File: src/rtl/spart_tx.sv
// SPART transmit stage: one-byte holding register in front of an 8N1
// shift register, paced by the 16x oversample baud tick (baud_en).
//
// Handshake: tx_ready is registered (= holding register empty); a write is
// taken on any posedge where tx_wr=1 and tx_ready=1, and silently dropped
// otherwise. tx_ready has no combinational path from tx_wr.
module spart_tx #(
  parameter int DATA_BITS  = 8,
  parameter int OVERSAMPLE = 16
) (
  input  logic                 clk,
  input  logic                 rst,
  input  logic                 baud_en,
  input  logic                 tx_wr,
  input  logic [DATA_BITS-1:0] tx_data,
  output logic                 tx_ready,
  output logic                 tx_busy,
  output logic                 txd,
  output logic [1:0]           dbg_state
);

  localparam int TW = (OVERSAMPLE > 1) ? $clog2(OVERSAMPLE) : 1;
  localparam int BW = (DATA_BITS > 1) ? $clog2(DATA_BITS) : 1;
  localparam logic [TW-1:0] TICK_LAST = TW'(OVERSAMPLE - 1);
  localparam logic [BW-1:0] BIT_LAST  = BW'(DATA_BITS - 1);

  typedef enum logic [1:0] {IDLE = 2'd0, START = 2'd1, DATA = 2'd2, STOP = 2'd3} state_t;

  state_t               state_q, state_d;
  logic [DATA_BITS-1:0] hold_q, hold_d;
  logic                 hold_valid_q, hold_valid_d;
  logic [DATA_BITS-1:0] shift_q, shift_d;
  logic [TW-1:0]        tick_cnt_q, tick_cnt_d;
  logic [BW-1:0]        bit_cnt_q, bit_cnt_d;
  logic                 txd_q, txd_d;

  logic tick_last;
  logic bit_last;
  logic load;

  // End of the current bit period, and a holding-register -> shifter transfer
  // (from IDLE on any tick, or straight out of STOP for back-to-back frames).
  always_comb begin
    tick_last = baud_en && (tick_cnt_q == TICK_LAST);
    bit_last  = (bit_cnt_q == BIT_LAST);
    load      = hold_valid_q &&
                (((state_q == IDLE) && baud_en) || ((state_q == STOP) && tick_last));
  end

  // State register plus datapath flops; reset abandons any frame in flight.
  always_ff @(posedge clk or posedge rst) begin
    if (rst) begin
      state_q      <= IDLE;
      hold_q       <= '0;
      hold_valid_q <= 1'b0;
      shift_q      <= '0;
      tick_cnt_q   <= '0;
      bit_cnt_q    <= '0;
      txd_q        <= 1'b1;
    end else begin
      state_q      <= state_d;
      hold_q       <= hold_d;
      hold_valid_q <= hold_valid_d;
      shift_q      <= shift_d;
      tick_cnt_q   <= tick_cnt_d;
      bit_cnt_q    <= bit_cnt_d;
      txd_q        <= txd_d;
    end
  end

  // Next-state logic: every bit boundary is a full OVERSAMPLE-tick period.
  always_comb begin
    state_d = state_q;
    case (state_q)
      IDLE:  if (load) state_d = START;
      START: if (tick_last) state_d = DATA;
      DATA:  if (tick_last && bit_last) state_d = STOP;
      STOP:  if (tick_last) state_d = hold_valid_q ? START : IDLE;
      default: state_d = IDLE;
    endcase
  end

  // Datapath next values: holding register, tick/bit counters, shifter, txd.
  always_comb begin
    hold_d       = hold_q;
    hold_valid_d = hold_valid_q;
    shift_d      = shift_q;
    tick_cnt_d   = tick_cnt_q;
    bit_cnt_d    = bit_cnt_q;
    txd_d        = txd_q;

    // Host write into the holding register; load never coincides with an
    // accepted write because load needs hold_valid_q=1 (tx_ready=0).
    if (tx_wr && !hold_valid_q) begin
      hold_d       = tx_data;
      hold_valid_d = 1'b1;
    end

    if ((state_q != IDLE) && baud_en) begin
      tick_cnt_d = tick_last ? '0 : tick_cnt_q + TW'(1);
    end

    case (state_q)
      START: begin
        if (tick_last) begin
          txd_d     = shift_q[0];
          bit_cnt_d = '0;
        end
      end
      DATA: begin
        if (tick_last) begin
          if (bit_last) begin
            txd_d = 1'b1;
          end else begin
            shift_d   = shift_q >> 1;
            txd_d     = shift_q[1];
            bit_cnt_d = bit_cnt_q + BW'(1);
          end
        end
      end
      STOP: begin
        if (tick_last) txd_d = 1'b1;
      end
      default: txd_d = 1'b1;
    endcase

    // Start bit begins on the clock after the loading tick.
    if (load) begin
      shift_d      = hold_q;
      hold_valid_d = 1'b0;
      tick_cnt_d   = '0;
      txd_d        = 1'b0;
    end
  end

  // Outputs are straight from flops; txd is glitch-free.
  always_comb begin
    tx_ready  = !hold_valid_q;
    tx_busy   = (state_q != IDLE);
    txd       = txd_q;
    dbg_state = state_q;
  end

endmodule

File: config.mk
export PLATFORM = sky130hd
export DESIGN_NAME = spart_tx
export DESIGN_NICKNAME = d
export VERILOG_FILES = /design/src/rtl/spart_tx.sv
export SDC_FILE = /design/constraint.sdc
export NUM_CORES = 1
export LEC_CHECK = 0
export ABC_CLOCK_PERIOD_IN_PS = 2100
export BUFFER_PORTS_ARGS = -buffer_cell sky130_fd_sc_hd__buf_2
export CORE_MARGIN = 5
export CORE_UTILIZATION = 45
export DETAILED_ROUTE_END_ITERATION = 7
export MAX_ROUTING_LAYER = met4
export PLACE_DENSITY_LB_ADDON = 0.15
export SLEW_MARGIN = 10
export SYNTH_ARGS = -nofsm -noshare
export SYNTH_HDL_FRONTEND = slang
export SYNTH_SLANG_ARGS = --single-unit
File: constraint.sdc
create_clock -name clk -period 2.1 [get_ports clk]
set_clock_uncertainty 0.05 [all_clocks]
set_input_delay 0.105 -clock clk [delete_from_list [all_inputs] [get_ports clk]]
set_output_delay 0.105 -clock clk [all_outputs]
set_load 0.02 [all_outputs]
==> results.json <==
{
  "status": "complete, no violations",
  "dp_hpwl_um": 1930,
  "cts_max_level": 1,
  "cts_sinks": 27,
  "cp_data_arrival_time_ns": 2.13,
  "async_reset_ff_frac": 1.00,
  "cp-start-kind": "register",
  "powerDensity_nw_per_um2": 1230,
  "track_usage": 0.142,
  "detail-route-antenna-nets": 0,
  "clock_latency_ns": 0.33,
  "root_buffer": "clkbuf_4",
  "setup_viol": 0,
  "worst-slew-pin-transition_ns": 0.335,
  "hold_violations": 0,
  "final.setup.worst_slack_ns": 0.131,
  "syn-cell-area_um2": 1360,
  "routedWlPerCell_um": 13.6,
  "leakage_nw": 0.752,
  "ios": 17,
  "grt_pass1_vias": 1061,
  "wl_um": 2560,
  "post-route-min-period_ns": 1.97,
  "grt_max_degree": 28,
  "drive_gt1_frac": 0.244,
  "yosysTopAreaCellShare": 0.478,
  "maxCapViolations": 0,
  "fin_nets": 177,
  "synth_edf_count": 0,
  "power.total_mw": 2.00,
  "max-vdd-ir-drop_uv": 563,
  "rows": 20,
  "period_share": 0.938,
  "synth_seq_cells": 27,
  "cts_buffers": 3,
  "slew_violations": 0,
  "hold_ws_ns": 0.128,
  "area_delta_synth_final_pct": 19.5,
  "via_per_inst": 5.40,
  "fin_setup_tns_ns": 0,
  "ys_top_cells_by_area": "dfrtp_1, ha_1, mux2_2",
  "cp_cell_sequence": "inv_1 > ha_1 > nor2b_2 > and3_2 > mux2i_1 > o21ai_0",
  "rsz0062_at_grt": "no",
  "crit_required_ns": 2.27,
  "routed-via-count": 1020,
  "first_pass_iters": 4,
  "ff2ff_path_depth": 6,
  "cp-end-kind": "register",
  "synthCells": 125,
  "yosysSeqAreaShare": 0.498,
  "min_path_cells": 4,
  "syn_nets": 145,
  "relSlewSlack": 0.777,
  "final_area_um2": 1630,
  "ys_types": 29,
  "die_area_um2": 4220,
  "criticalPathCategory": "reg -> reg",
  "num-fill-cells": 275,
  "max_stage_delay_ns": 0.44,
  "grt_antenna_before_repair": 0,
  "core_um2": 2980,
  "syn_area_per_cell_um2": 10.9,
  "n_antenna_cell": 0,
  "cp_max_fo": 8,
  "remaining_drc_errors": 0,
  "start_util": 0.457,
  "clockBufferDepth": 2,
  "grt_first_pass_wirelength_um": 4500,
  "die_x_um": 65.0,
  "yosys.area.top_type": "dfrtp_1",
  "die_h_um": 65.0,
  "yosysWarnings": 0,
  "globalRouteOverflowTotal": 0,
  "crit_path_top_delay_cell": "dfrtp_1",
  "place_area_um2": 1500,
  "io_buffers": 16,
  "pre_cts_slack_ns": 0.0242,
  "first_iter_violations": 59,
  "hold_path.class": "in -> reg",
  "gp_congestion": 0.746,
  "fmax_ghz": 0.508,
  "clkSlewWorstSetupHoldPaths_ns": 0.15,
  "post_cts_buffers": 0,
  "cts_tree": "done",
  "synth_ff_type": "dfrtp_1"
}
## registers in the layout, indices dropped and copies added, names as in the netlist
signal / count
hold_q: 8
shift_q: 8
tick_cnt_q: 4
bit_cnt_q: 3
dbg_state: 2
hold_valid_q: 1
txd: 1
## placed cells by master (no fill, tap or decap), drive strengths merged
| cell | instances |
|---|---|
| nand2b | 2 |
| clkinv | 1 |
| clkbuf | 3 |
| a21o | 1 |
| ha | 8 |
| nand4 | 2 |
| nand3 | 4 |
| nand2 | 15 |
| dlygate4sd3 | 10 |
| nor2 | 5 |
| buf | 21 |
| mux2 | 8 |
| xor2 | 1 |
| dfrtp | 26 |
| inv | 5 |
| a221oi | 1 |
| nor3 | 3 |
| a211oi | 1 |
| and4 | 1 |
| mux2i | 8 |
| a22o | 3 |
| a21oi | 5 |
| or3 | 1 |
| and3 | 2 |
| nor2b | 2 |
| a32o | 1 |
| a22oi | 1 |
| dfstp | 1 |
| o21ai | 14 |
## what timing repair did
action / 4_1_cts / 5_1_grt
hold buffers: 10 / 0
gates resized for setup: 1 / 0
endpoints found under the setup margin: 1 / 0
hold endpoints to repair: 35 / 0
## worst max-delay path: cells and delay by family, from the launching register on
family	cells	cell delay, ns
AO/OA/AOI/OAI	1	0.09
adder cells (fa/ha/maj)	1	0.29
buffers and inverters	1	0.16
flip-flops	1	0.44
multiplexers	1	0.22
AND/OR/NAND/NOR	2	0.61
## routing by layer
metal,track usage,up-vias,wire [µm]
met4,0.0317,0,23
li1,-,507,-
met1,0.149,496,1090
met5,-,-,0
met2,0.262,15,1360
met3,0.0433,2,88
## logic make-up after synthesis
| kind of cell | share of synthesized area |
|---|---|
| muxes | 0.125 |
| xor gates and xnor gates | 0.00644 |
| and+or+nand+nor | 0.134 |
| buffers and inverters | 0.0304 |
| adders and majority gates | 0.0736 |
| AOI/OAI and AO/OA | 0.132 |
| DFF | 0.498 |
## synthesized netlist by cell type (2+ instances only)
cell and number:
nand2_1 15, a22o_1 3, and3_1 2, nor2_1 5
clkbuf_1 3, nand3_1 4, a21oi_1 5, mux2_2 8
nor3_1 3, inv_1 5, nand4_1 2, nand2b_1 2
o21ai_0 13, ha_1 8, mux2i_1 8, dfrtp_1 26
## through the flow
stage | instances | utilization
final | 189 | 0.546
after global routing | 189 | 0.546
after detailed placement | 175 | 0.503
after CTS | 189 | 0.546
after global placement | 175 | 0.503
after floorplan | 125 | -
## power by group
part | switching (mW) | total [mW] | internal, mW | leakage (nW)
sequential | 0.163 | 0.916 | 0.753 | 0.330
clock | 0.152 | 0.224 | 0.0715 | 0.0177
combinational | 0.456 | 0.864 | 0.408 | 0.405
## final timing paths
kind	from	endpoint	slack, ns
worst max-delay path	dbg_state[0]	shift_q[4]	0.13
worst min-delay path	baud_en	tick_cnt_q[2]	0.13
worst max register to register	dbg_state[0]	shift_q[4]	0.13
worst min register to register	hold_q[6]	shift_q[6]	0.44
max in group asynchronous	rst	txd	1.41
min in group asynchronous	rst	tick_cnt_q[2]	0.30
## area by class of cell
cell class | count | area [µm²] | share of cell area
inverters | 5 | 18.8 | 0.0115
clock buffers | 3 | 22.5 | 0.0139
repair buffers | 31 | 218 | 0.134
multi-input cells | 89 | 643 | 0.396
well taps | 33 | 41.3 | 0.0254
clock inverters | 1 | 5.00 | 0.00308
flip-flops and latches | 27 | 677 | 0.416
Power figures use the tool's default switching activity.
